`config.mk`:
```
export PLATFORM = sky130hd
export DESIGN_NAME = dbus_lsu_initiator_flat
export DESIGN_NICKNAME = d
export VERILOG_FILES = /design/src/rtl/dbus_lsu_initiator_if.sv /design/src/rtl/dbus_lsu_initiator.sv /design/src/flat_wrapper.sv
export SDC_FILE = /design/constraint.sdc
export NUM_CORES = 1
export LEC_CHECK = 0
export CORE_MARGIN = 2
export CORE_UTILIZATION = 35
export DETAILED_ROUTE_END_ITERATION = 8
export PLACE_DENSITY = 0.66
export SYNTH_ARGS = -nofsm -noshare
export SYNTH_HDL_FRONTEND = slang
export SYNTH_SLANG_ARGS = --single-unit
```
`constraint.sdc`:
```
create_clock -name clock -period 3.3 [get_ports clock]
set_input_delay 0.495 -clock clock [delete_from_list [all_inputs] [get_ports clock]]
set_output_delay 0.495 -clock clock [all_outputs]
set_load 0.03 [all_outputs]
```
`src/rtl/dbus_lsu_initiator_if.sv`:
```
// Signal bundle between the LSU pipeline stage, the initiator and a dbus responder.
// The master modport is the initiator's view; slave is the opposite side.
interface dbus_lsu_initiator_if;
    logic        io_lsu_req_valid;
    logic        io_lsu_req_ready;
    logic [31:0] io_lsu_req_bits_addr;
    logic [31:0] io_lsu_req_bits_wdata;
    logic        io_lsu_req_bits_wen;
    logic [1:0]  io_lsu_req_bits_size;
    logic        io_lsu_req_bits_unsigned;
    logic        io_lsu_resp_valid;
    logic        io_lsu_resp_ready;
    logic [31:0] io_lsu_resp_bits_rdata;
    logic        io_lsu_resp_bits_err;
    logic        io_bus_req_valid;
    logic        io_bus_req_ready;
    logic [31:0] io_bus_req_bits_addr;
    logic [31:0] io_bus_req_bits_wdata;
    logic        io_bus_req_bits_wen;
    logic [3:0]  io_bus_req_bits_wstrb;
    logic        io_bus_resp_valid;
    logic        io_bus_resp_ready;
    logic [31:0] io_bus_resp_bits;

    modport master (
        input  io_lsu_req_valid, io_lsu_req_bits_addr, io_lsu_req_bits_wdata,
               io_lsu_req_bits_wen, io_lsu_req_bits_size, io_lsu_req_bits_unsigned,
               io_lsu_resp_ready, io_bus_req_ready, io_bus_resp_valid, io_bus_resp_bits,
        output io_lsu_req_ready, io_lsu_resp_valid, io_lsu_resp_bits_rdata,
               io_lsu_resp_bits_err, io_bus_req_valid, io_bus_req_bits_addr,
               io_bus_req_bits_wdata, io_bus_req_bits_wen, io_bus_req_bits_wstrb,
               io_bus_resp_ready
    );

    modport slave (
        output io_lsu_req_valid, io_lsu_req_bits_addr, io_lsu_req_bits_wdata,
               io_lsu_req_bits_wen, io_lsu_req_bits_size, io_lsu_req_bits_unsigned,
               io_lsu_resp_ready, io_bus_req_ready, io_bus_resp_valid, io_bus_resp_bits,
        input  io_lsu_req_ready, io_lsu_resp_valid, io_lsu_resp_bits_rdata,
               io_lsu_resp_bits_err, io_bus_req_valid, io_bus_req_bits_addr,
               io_bus_req_bits_wdata, io_bus_req_bits_wen, io_bus_req_bits_wstrb,
               io_bus_resp_ready
    );
endinterface

```
`src/rtl/dbus_lsu_initiator.sv`:
```
// dbus initiator: one LSU load/store at a time, lane-aligned stores, extended loads.
// Optional DBUS_MISALIGN_TRAP_EN: misaligned half/word accesses complete with err=1 and no bus request.
module dbus_lsu_initiator (
    input  logic                 clock,
    input  logic                 reset,
    dbus_lsu_initiator_if.master io
);
    typedef enum logic [1:0] {IDLE, REQ, WAIT, DONE} state_t;

    state_t      state_reg, state_next;
    logic [31:0] addr_reg, wdata_reg, raw_reg;
    logic        wen_reg, unsigned_reg;
    logic [1:0]  size_reg;

    logic        lsu_req_ready, lsu_resp_valid, bus_req_valid, bus_resp_ready;
    logic        accept, resp_fire, err_flag;
    logic [31:0] bus_wdata, shifted, extended;
    logic [3:0]  bus_wstrb;
    logic [4:0]  shamt;

    assign accept    = (state_reg == IDLE) & io.io_lsu_req_valid;
    assign resp_fire = bus_resp_ready & io.io_bus_resp_valid;

`ifdef DBUS_MISALIGN_TRAP_EN
    logic err_reg, misaligned;
    assign misaligned = ((io.io_lsu_req_bits_size == 2'd1) & io.io_lsu_req_bits_addr[0]) |
                        (io.io_lsu_req_bits_size[1] & (|io.io_lsu_req_bits_addr[1:0]));
    assign err_flag   = err_reg;
`else
    assign err_flag   = 1'b0;
`endif

    always_ff @(posedge clock or negedge reset) begin
        if (!reset) begin
            state_reg    <= IDLE;
            addr_reg     <= '0;
            wdata_reg    <= '0;
            raw_reg      <= '0;
            wen_reg      <= 1'b0;
            unsigned_reg <= 1'b0;
            size_reg     <= 2'd0;
`ifdef DBUS_MISALIGN_TRAP_EN
            err_reg      <= 1'b0;
`endif
        end else begin
            state_reg <= state_next;
            if (accept) begin
                addr_reg     <= io.io_lsu_req_bits_addr;
                wdata_reg    <= io.io_lsu_req_bits_wdata;
                wen_reg      <= io.io_lsu_req_bits_wen;
                size_reg     <= io.io_lsu_req_bits_size;
                unsigned_reg <= io.io_lsu_req_bits_unsigned;
`ifdef DBUS_MISALIGN_TRAP_EN
                err_reg      <= misaligned;
`endif
            end
            if (resp_fire)
                raw_reg <= io.io_bus_resp_bits;
        end
    end

    always_comb begin
        state_next     = state_reg;
        lsu_req_ready  = 1'b0;
        lsu_resp_valid = 1'b0;
        bus_req_valid  = 1'b0;
        bus_resp_ready = 1'b0;
        case (state_reg)
            IDLE: begin
                lsu_req_ready = 1'b1;
                if (io.io_lsu_req_valid) begin
`ifdef DBUS_MISALIGN_TRAP_EN
                    state_next = misaligned ? DONE : REQ;
`else
                    state_next = REQ;
`endif
                end
            end
            REQ: begin
                bus_req_valid = 1'b1;
                if (io.io_bus_req_ready) begin
                    if (wen_reg) begin
                        state_next = DONE;
                    end else begin
                        // A zero-wait responder may answer in the same cycle it takes the request.
                        bus_resp_ready = 1'b1;
                        state_next     = io.io_bus_resp_valid ? DONE : WAIT;
                    end
                end
            end
            WAIT: begin
                bus_resp_ready = 1'b1;
                if (io.io_bus_resp_valid)
                    state_next = DONE;
            end
            DONE: begin
                lsu_resp_valid = 1'b1;
                if (io.io_lsu_resp_ready)
                    state_next = IDLE;
            end
            default: state_next = IDLE;
        endcase
    end

    // Per-lane store data and strobe: bytes replicate to all lanes, halves to both half-words.
    for (genvar gi = 0; gi < 4; gi++) begin : g_lane
        localparam logic [1:0] LANE = 2'(gi);
        logic lane_hit;
        always_comb begin
            lane_hit = 1'b1;
            bus_wdata[8*gi +: 8] = wdata_reg[8*gi +: 8];
            case (size_reg)
                2'd0: begin
                    lane_hit             = (addr_reg[1:0] == LANE);
                    bus_wdata[8*gi +: 8] = wdata_reg[7:0];
                end
                2'd1: begin
                    lane_hit             = (addr_reg[1] == LANE[1]);
                    bus_wdata[8*gi +: 8] = wdata_reg[8*LANE[0] +: 8];
                end
                default: ;
            endcase
        end
        assign bus_wstrb[gi] = wen_reg & lane_hit;
    end

    always_comb begin
        shamt = 5'd0;
        case (size_reg)
            2'd0:    shamt = {addr_reg[1:0], 3'b000};
            2'd1:    shamt = {addr_reg[1], 4'b0000};
            default: shamt = 5'd0;
        endcase
        shifted  = raw_reg >> shamt;
        extended = raw_reg;
        case (size_reg)
            2'd0:    extended = {{24{~unsigned_reg & shifted[7]}}, shifted[7:0]};
            2'd1:    extended = {{16{~unsigned_reg & shifted[15]}}, shifted[15:0]};
            default: extended = raw_reg;
        endcase
    end

    assign io.io_lsu_req_ready       = lsu_req_ready;
    assign io.io_lsu_resp_valid      = lsu_resp_valid;
    assign io.io_lsu_resp_bits_rdata = (wen_reg | err_flag) ? 32'd0 : extended;
    assign io.io_lsu_resp_bits_err   = err_flag;
    assign io.io_bus_req_valid       = bus_req_valid;
    assign io.io_bus_req_bits_addr   = {addr_reg[31:2], 2'b00};
    assign io.io_bus_req_bits_wdata  = bus_wdata;
    assign io.io_bus_req_bits_wen    = wen_reg;
    assign io.io_bus_req_bits_wstrb  = bus_wstrb;
    assign io.io_bus_resp_ready      = bus_resp_ready;
endmodule

```
`src/flat_wrapper.sv`:
```
// flat-port wrapper written by rule: the top's interface ports become plain ports
module dbus_lsu_initiator_flat 
  (clock, reset, io_io_lsu_req_valid, io_io_lsu_req_bits_addr, io_io_lsu_req_bits_wdata, io_io_lsu_req_bits_wen, io_io_lsu_req_bits_size, io_io_lsu_req_bits_unsigned, io_io_lsu_resp_ready, io_io_bus_req_ready, io_io_bus_resp_valid, io_io_bus_resp_bits, io_io_lsu_req_ready, io_io_lsu_resp_valid, io_io_lsu_resp_bits_rdata, io_io_lsu_resp_bits_err, io_io_bus_req_valid, io_io_bus_req_bits_addr, io_io_bus_req_bits_wdata, io_io_bus_req_bits_wen, io_io_bus_req_bits_wstrb, io_io_bus_resp_ready);
  dbus_lsu_initiator_if io_i ();
  input  logic clock;
  input  logic reset;
  input wire logic [$bits(io_i.io_lsu_req_valid)-1:0] io_io_lsu_req_valid;
  input wire logic [$bits(io_i.io_lsu_req_bits_addr)-1:0] io_io_lsu_req_bits_addr;
  input wire logic [$bits(io_i.io_lsu_req_bits_wdata)-1:0] io_io_lsu_req_bits_wdata;
  input wire logic [$bits(io_i.io_lsu_req_bits_wen)-1:0] io_io_lsu_req_bits_wen;
  input wire logic [$bits(io_i.io_lsu_req_bits_size)-1:0] io_io_lsu_req_bits_size;
  input wire logic [$bits(io_i.io_lsu_req_bits_unsigned)-1:0] io_io_lsu_req_bits_unsigned;
  input wire logic [$bits(io_i.io_lsu_resp_ready)-1:0] io_io_lsu_resp_ready;
  input wire logic [$bits(io_i.io_bus_req_ready)-1:0] io_io_bus_req_ready;
  input wire logic [$bits(io_i.io_bus_resp_valid)-1:0] io_io_bus_resp_valid;
  input wire logic [$bits(io_i.io_bus_resp_bits)-1:0] io_io_bus_resp_bits;
  output wire logic [$bits(io_i.io_lsu_req_ready)-1:0] io_io_lsu_req_ready;
  output wire logic [$bits(io_i.io_lsu_resp_valid)-1:0] io_io_lsu_resp_valid;
  output wire logic [$bits(io_i.io_lsu_resp_bits_rdata)-1:0] io_io_lsu_resp_bits_rdata;
  output wire logic [$bits(io_i.io_lsu_resp_bits_err)-1:0] io_io_lsu_resp_bits_err;
  output wire logic [$bits(io_i.io_bus_req_valid)-1:0] io_io_bus_req_valid;
  output wire logic [$bits(io_i.io_bus_req_bits_addr)-1:0] io_io_bus_req_bits_addr;
  output wire logic [$bits(io_i.io_bus_req_bits_wdata)-1:0] io_io_bus_req_bits_wdata;
  output wire logic [$bits(io_i.io_bus_req_bits_wen)-1:0] io_io_bus_req_bits_wen;
  output wire logic [$bits(io_i.io_bus_req_bits_wstrb)-1:0] io_io_bus_req_bits_wstrb;
  output wire logic [$bits(io_i.io_bus_resp_ready)-1:0] io_io_bus_resp_ready;
  assign io_i.io_lsu_req_valid = io_io_lsu_req_valid;
  assign io_i.io_lsu_req_bits_addr = io_io_lsu_req_bits_addr;
  assign io_i.io_lsu_req_bits_wdata = io_io_lsu_req_bits_wdata;
  assign io_i.io_lsu_req_bits_wen = io_io_lsu_req_bits_wen;
  assign io_i.io_lsu_req_bits_size = io_io_lsu_req_bits_size;
  assign io_i.io_lsu_req_bits_unsigned = io_io_lsu_req_bits_unsigned;
  assign io_i.io_lsu_resp_ready = io_io_lsu_resp_ready;
  assign io_i.io_bus_req_ready = io_io_bus_req_ready;
  assign io_i.io_bus_resp_valid = io_io_bus_resp_valid;
  assign io_i.io_bus_resp_bits = io_io_bus_resp_bits;
  assign io_io_lsu_req_ready = io_i.io_lsu_req_ready;
  assign io_io_lsu_resp_valid = io_i.io_lsu_resp_valid;
  assign io_io_lsu_resp_bits_rdata = io_i.io_lsu_resp_bits_rdata;
  assign io_io_lsu_resp_bits_err = io_i.io_lsu_resp_bits_err;
  assign io_io_bus_req_valid = io_i.io_bus_req_valid;
  assign io_io_bus_req_bits_addr = io_i.io_bus_req_bits_addr;
  assign io_io_bus_req_bits_wdata = io_i.io_bus_req_bits_wdata;
  assign io_io_bus_req_bits_wen = io_i.io_bus_req_bits_wen;
  assign io_io_bus_req_bits_wstrb = io_i.io_bus_req_bits_wstrb;
  assign io_io_bus_resp_ready = io_i.io_bus_resp_ready;
  dbus_lsu_initiator u_core (.clock(clock), .reset(reset), .io(io_i));
endmodule
```
# --- After elaboration in Yosys (flattened, before gate mapping) ---
# Index checks and enable logic that the tools add are counted.
totals:
  word_cells: 57
  register_bits: 102
  out_inout_bits: 106
  inputBits: 106
op_classes:
  shifts: 1
  n_eq_ne: 11
  muxes: 23
  reduce_logical: 5
  n_bitwise: 10
ops:
  columns: ["op", "count"]
  rows:
  - ["$pmux W32 S2", 1]
  - ["$mux W32", 1]
  - ["$shr A32 B5 Y16", 1]
  - ["$mux W8", 2]
  - ["$pmux W8 S2", 1]
  - ["$mux W2", 5]
  - ["$pmux W1 S2", 5]
  - ["$pmux W5 S2", 1]
  - ["$and A1 B1 Y1", 8]
  - ["$eq A2 B2 Y1 const B", 4]
  - ["$ne A2 B2 Y1 const B", 4]
  - ["$pmux W2 S4", 1]
  - ["$eq A2 B1 Y1 const B", 3]
  - ["$logic_not A2 Y1", 3]
  - ["$mux W1", 6]
  - ["$reduce_and A4 Y1", 1]
  - ["$not A1 Y1", 2]
  - ["$reduce_or A2 Y1", 1]

# --- Longest topological paths before layout ---
logic_depth:
  ltp_word: 6
  mapped_depth: 6
  mapped_depth_nobuf: 6

# --- Worst setup path after synthesis ---
# OpenSTA, ideal clock, no wires.
synth_timing:
  path_kind: "register -> output"
  from: "register u_core.size_reg[0]"
  to: "output io_io_lsu_resp_bits_rdata[15]"
  path_buffers: 1
  slack_ps: 995
  required_time_ps: 2805
  stages_incl_launch_ff: 6
  arrival_time_ps: 1810
  cell_sequence: "dfrtp_1 buf_6 nand2b_4 a221o_1 a21o_1 o41ai_2"
synth_via:
  elab_chain_cells: 6
  word_cells_on_any_way: 7
  cone_classes: "eq/ne: 1; shift: 1; mux: 3; bitwise: 1; reduce/logical: 1"
synth_lines:
  columns: ["element", "line", "text"]
  rows:
  - ["start: declaration", "dbus_lsu_initiator.sv:13", "logic [1:0] size_reg;"]
  - ["start signal: assignment", "dbus_lsu_initiator.sv:51", "size_reg <= io.io_lsu_req_bits_size;"]
  - ["$eq A2 B1 Y1 or $logic_not A2 Y1 (tied branches)", "dbus_lsu_initiator.sv:129, dbus_lsu_initiator.sv:136", null]
  - ["$pmux W5 S2", "dbus_lsu_initiator.sv:129", "case (size_reg)"]
  - ["$shr A32 B5 Y16", "dbus_lsu_initiator.sv:134", "shifted = raw_reg >> shamt;"]
  - ["$and A1 B1 Y1", "dbus_lsu_initiator.sv:137", "2'd0: extended = {{24{~unsigned_reg & shifted[7]}}, shifted[7:0]};"]
  - ["$pmux W32 S2 (*)", "dbus_lsu_initiator.sv:136", "case (size_reg)"]
  - ["$mux W32 (*)", "dbus_lsu_initiator.sv:145", "assign io.io_lsu_resp_bits_rdata = (wen_reg | err_flag) ? 32'd0 : extended;"]
  - ["end: declaration", "flat_wrapper.sv:19", "output wire logic [$bits(io_i.io_lsu_resp_bits_rdata)-1:0] io_io_lsu_resp_bits_rdata;"]
# Mark *: on every way between the ends. The rest lies on a longest branch, timed or not.

# --- Worst setup path after layout ---
layout_timing:
  from: "register u_core.size_reg[1]"
  to: "output io_io_lsu_resp_bits_rdata[21]"
layout_via:
  elab_chain_cells: 6
  word_cells_on_any_way: 8
  cone_classes: "eq/ne: 1; shift: 1; mux: 3; bitwise: 2; reduce/logical: 1"
layout_lines:
  columns: ["element", "line"]
  rows:
  - ["$eq A2 B1 Y1 or $logic_not A2 Y1 (tied branches)", "dbus_lsu_initiator.sv:129, dbus_lsu_initiator.sv:136"]
  - ["$pmux W5 S2", "dbus_lsu_initiator.sv:129"]
  - ["$shr A32 B5 Y16", "dbus_lsu_initiator.sv:134"]
  - ["$and A1 B1 Y1, on equally long branches", "dbus_lsu_initiator.sv:138, dbus_lsu_initiator.sv:137"]
  - ["$pmux W32 S2 (*)", "dbus_lsu_initiator.sv:136"]
  - ["$mux W32 (*)", "dbus_lsu_initiator.sv:145"]
# Marks and branches as above.

==> results_dict.tcl <==
set metrics [dict create \
    status "finished, final reports clean" \
    finalSetupViolCount 0 \
    postCtsHoldBufs 0 \
    pwr-share-comb_pct 62.9 \
    cts_tree "built" \
    clkPwrFrac_pct 11.8 \
    hp-class "in2async" \
    relSlewSlack_pct 46.57 \
    crit_chain "nor3_1, nand2b_1, a211o_1, buf_4, nand3_2, clkdlybuf4s50_1" \
    crit_path_end_kind "primary output" \
    synth_top_area_share_pct 46.85 \
    slowest_stage "clkdlybuf4s50_1" \
    p_sw_share_pct 43.65 \
    drt-total-wl_um 14010 \
    grt_pass1_wl_um 21930 \
    fin_area_sq_mm 0.007825 \
    critPathMaxFanout 23 \
    yosysSeqAreaShare_pct 46.85 \
    dr_total_vias 4068 \
    numCtsBuffers 9 \
    root_buffer "clkbuf_16" \
    die_x_um 128.8 \
    portBuffers 208 \
    grt_pass1_vias 4277 \
    p_leak_nw 3.374 \
    synth_ff_type "dfrtp_1" \
    grt_max_degree 61 \
    startpoint_type "flop" \
    max_freq_mhz 310.2 \
    cts.path.max_buffers 2 \
    areaGrowthSynthToFinish_pct 43.64 \
    fin_skew_ns 0.005285 \
    htree_num_levels 3 \
    synth_warnings 0 \
    synth_area_leaders "dfrtp_1, mux2_2, buf_4" \
    hold_ws_ns 0.2364 \
    dr.pass1.iters 4 \
    floorplan.initialDensity_pct 35.84 \
    fin_crit_sh_pct 97.68 \
    rows 45 \
    required_ns 2.80 \
    syn_area_sq_mm 0.005448 \
    via_per_inst 5.022 \
    grt_use_total_pct 17.05 \
    num-fill-cells 1406 \
    synth_edf_count 0 \
    total_power_mw 9.711 \
    cap_violations 0 \
    path_clk_slew_ns 0.07 \
    drv_slew 0 \
    yosysUniqueCellTypes 42 \
    core_area_sq_mm 0.01520 \
    drive_gt1_share_pct 28.46 \
    fin_nets 727 \
    finalHoldViolCount 0 \
    syn_inst 447 \
    powerDensity_mw_per_mm2 1241 \
    min_period_ns 3.224 \
    cp.arrival_ns 2.73 \
    avgSynthCellArea_sq_um 12.19 \
    setup_slack_ns 0.07640 \
    cell_internal_pwr_mw 5.472 \
    crit_type "reg2out" \
    route.detailed.drc 0 \
    worst-path-buf-inv 2 \
    globalplace.congestion 0.8300 \
    seq_power_share_pct 25.3 \
    drt-wirelength-per-cell_um 17.29 \
    io_pins 212 \
    fin_util_pct 51.47 \
    worst_slew_pin_slew_ns 0.8014 \
    worstSkewPairLatency_ns 0.35 \
    grt.overflow.total 0 \
    yosysTopAreaCell "dfrtp_1" \
    fp.dieH_um 128.8 \
    ant_nets 0 \
    dp_hpwl_um 10360 \
    dieArea_sq_mm 0.01658 \
    postSynth.asyncResetShare_pct 100.0 \
    antenna_found_initial 1 \
    crit_family "buffers and inverters" \
    p_switching_mw 4.239 \
    drtIter0Drc 150 \
    synth_most_common_cell "mux2_2" \
    vdd_ir_drop_max_v 0.0006516 \
    synthTopCellsByCount "mux2_2, dfrtp_1, buf_4" \
    cp_slowest_stage_delay_ns 0.69 \
    diodes 0 \
    placed_cell_area_sq_mm 0.007450 \
    cts_sinks 102 \
    pre_cts_ws_ns 0.3863 \
    synth-seq-cells 102 \
]
-- power groups by stage --
stage	sequential (mW)	combinational, mW	clock [mW]
after floorplan	2.25	4.32	0
after global placement	2.44	6.05	0
after detailed placement	2.48	6.10	0
after CTS	2.46	6.12	1.19
after global routing	2.55	6.50	1.24
final	2.45	6.11	1.15
-- worst paths after layout --
| check | slack [ns] | end | start | cells past startpoint |
|---|---|---|---|---|
| worst max-delay path | 0.08 | io_io_lsu_resp_bits_rdata[21] | u_core.size_reg[1]$_DFFE_PN0P_ | 6 |
| worst min-delay path | 0.24 | u_core.raw_reg[12]$_DFFE_PN0P_ | reset | 1 |
| worst max register to register | 1.28 | u_core.addr_reg[31]$_DFFE_PN0P_ | u_core.state_reg[0]$_DFFE_PN0P_ | 5 |
| worst min register to register | 0.51 | u_core.wdata_reg[19]$_DFFE_PN0P_ | u_core.wdata_reg[19]$_DFFE_PN0P_ | 1 |
| max in group asynchronous | 2.36 | u_core.raw_reg[24]$_DFFE_PN0P_ | reset | 2 |
| min in group clock | 0.51 | u_core.wdata_reg[19]$_DFFE_PN0P_ | u_core.wdata_reg[19]$_DFFE_PN0P_ | 1 |
-- stage by stage --
stage / cells / TNS, ns
3_5_place_dp: 790 / 0
5_1_grt: 810 / -0.6885
2_1_floorplan: 449 / 0
6_report: 810 / 0
4_1_cts: 806 / 0
3_3_place_gp: 790 / 0
-- cell type report --
class	instances	area, sq um	share of cell area [%]
well taps	188	235.2	3.006
inverters	6	22.52	0.2878
clock inverters	6	91.34	1.167
multi-input cells	273	2441	31.20
repair buffers	225	2251	28.77
flip-flops and latches	102	2555	32.65
clock buffers	10	229.0	2.926
-- cell families (layout without fill, tap and decap cells) --
group	Yosys count	count (layout)	share of synthesized area (%)
buffers and inverters	74	247	8.704
DFF	102	102	46.85
adders and majority gates	4	4	0.9187
AOI/OAI and AO/OA	54	54	6.914
other	1	3	0.06884
muxes	134	134	28.50
and+or+nand+nor	78	78	8.039
-- what timing repair did --
| action | CTS | global route |
|---|---|---|
| buffers inserted | 0 | 4 |
| setup endpoints to repair | 1 | 25 |
| gates resized for setup | 1 | 6 |
| endpoints found under the hold margin | 0 | 0 |
-- cells in the final DEF, fill, tap and decap left out, drive strengths merged, types with 2 or more instances in the layout --
cell type | netlist | final
o21ai | 17 | 17
a21oi | 10 | 10
nand2 | 39 | 39
buf | 62 | 19
clkdlybuf4s50 | 0 | 201
o31ai | 2 | 2
nor2b | 4 | 4
mux4 | 5 | 5
nor2 | 6 | 6
dlymetal6s2s | 0 | 4
a2bb2oi | 2 | 2
conb | 1 | 3
nand3 | 16 | 16
a22o | 7 | 7
dfrtp | 102 | 102
mux2i | 10 | 10
clkbuf | 6 | 10
inv | 6 | 9
a22oi | 7 | 7
nand2b | 5 | 5
nor3 | 4 | 4
mux2 | 119 | 119
nor4bb | 2 | 2
ha | 4 | 4
bufinv | 0 | 2
-- routing by layer --
layer,GRT usage (%),part of all wire (%),up-vias
li1,-,-,1885
met1,20.54,41,1998
met2,28.04,49,165
met3,5.863,8.3,18
met4,6.969,2.0,2
met5,0,0.086,-
-- worst register-to-register path, delay by kind of cell (launching register included) --
kind                     cells  cell delay [ns]
multiplexers                 1             0.37
flip-flops                   1             0.42
buffers and inverters        2             0.43
adder cells (fa/ha/maj)      1             0.28
AND/OR/NAND/NOR              1             0.43
Power figures use the tool's default switching activity.
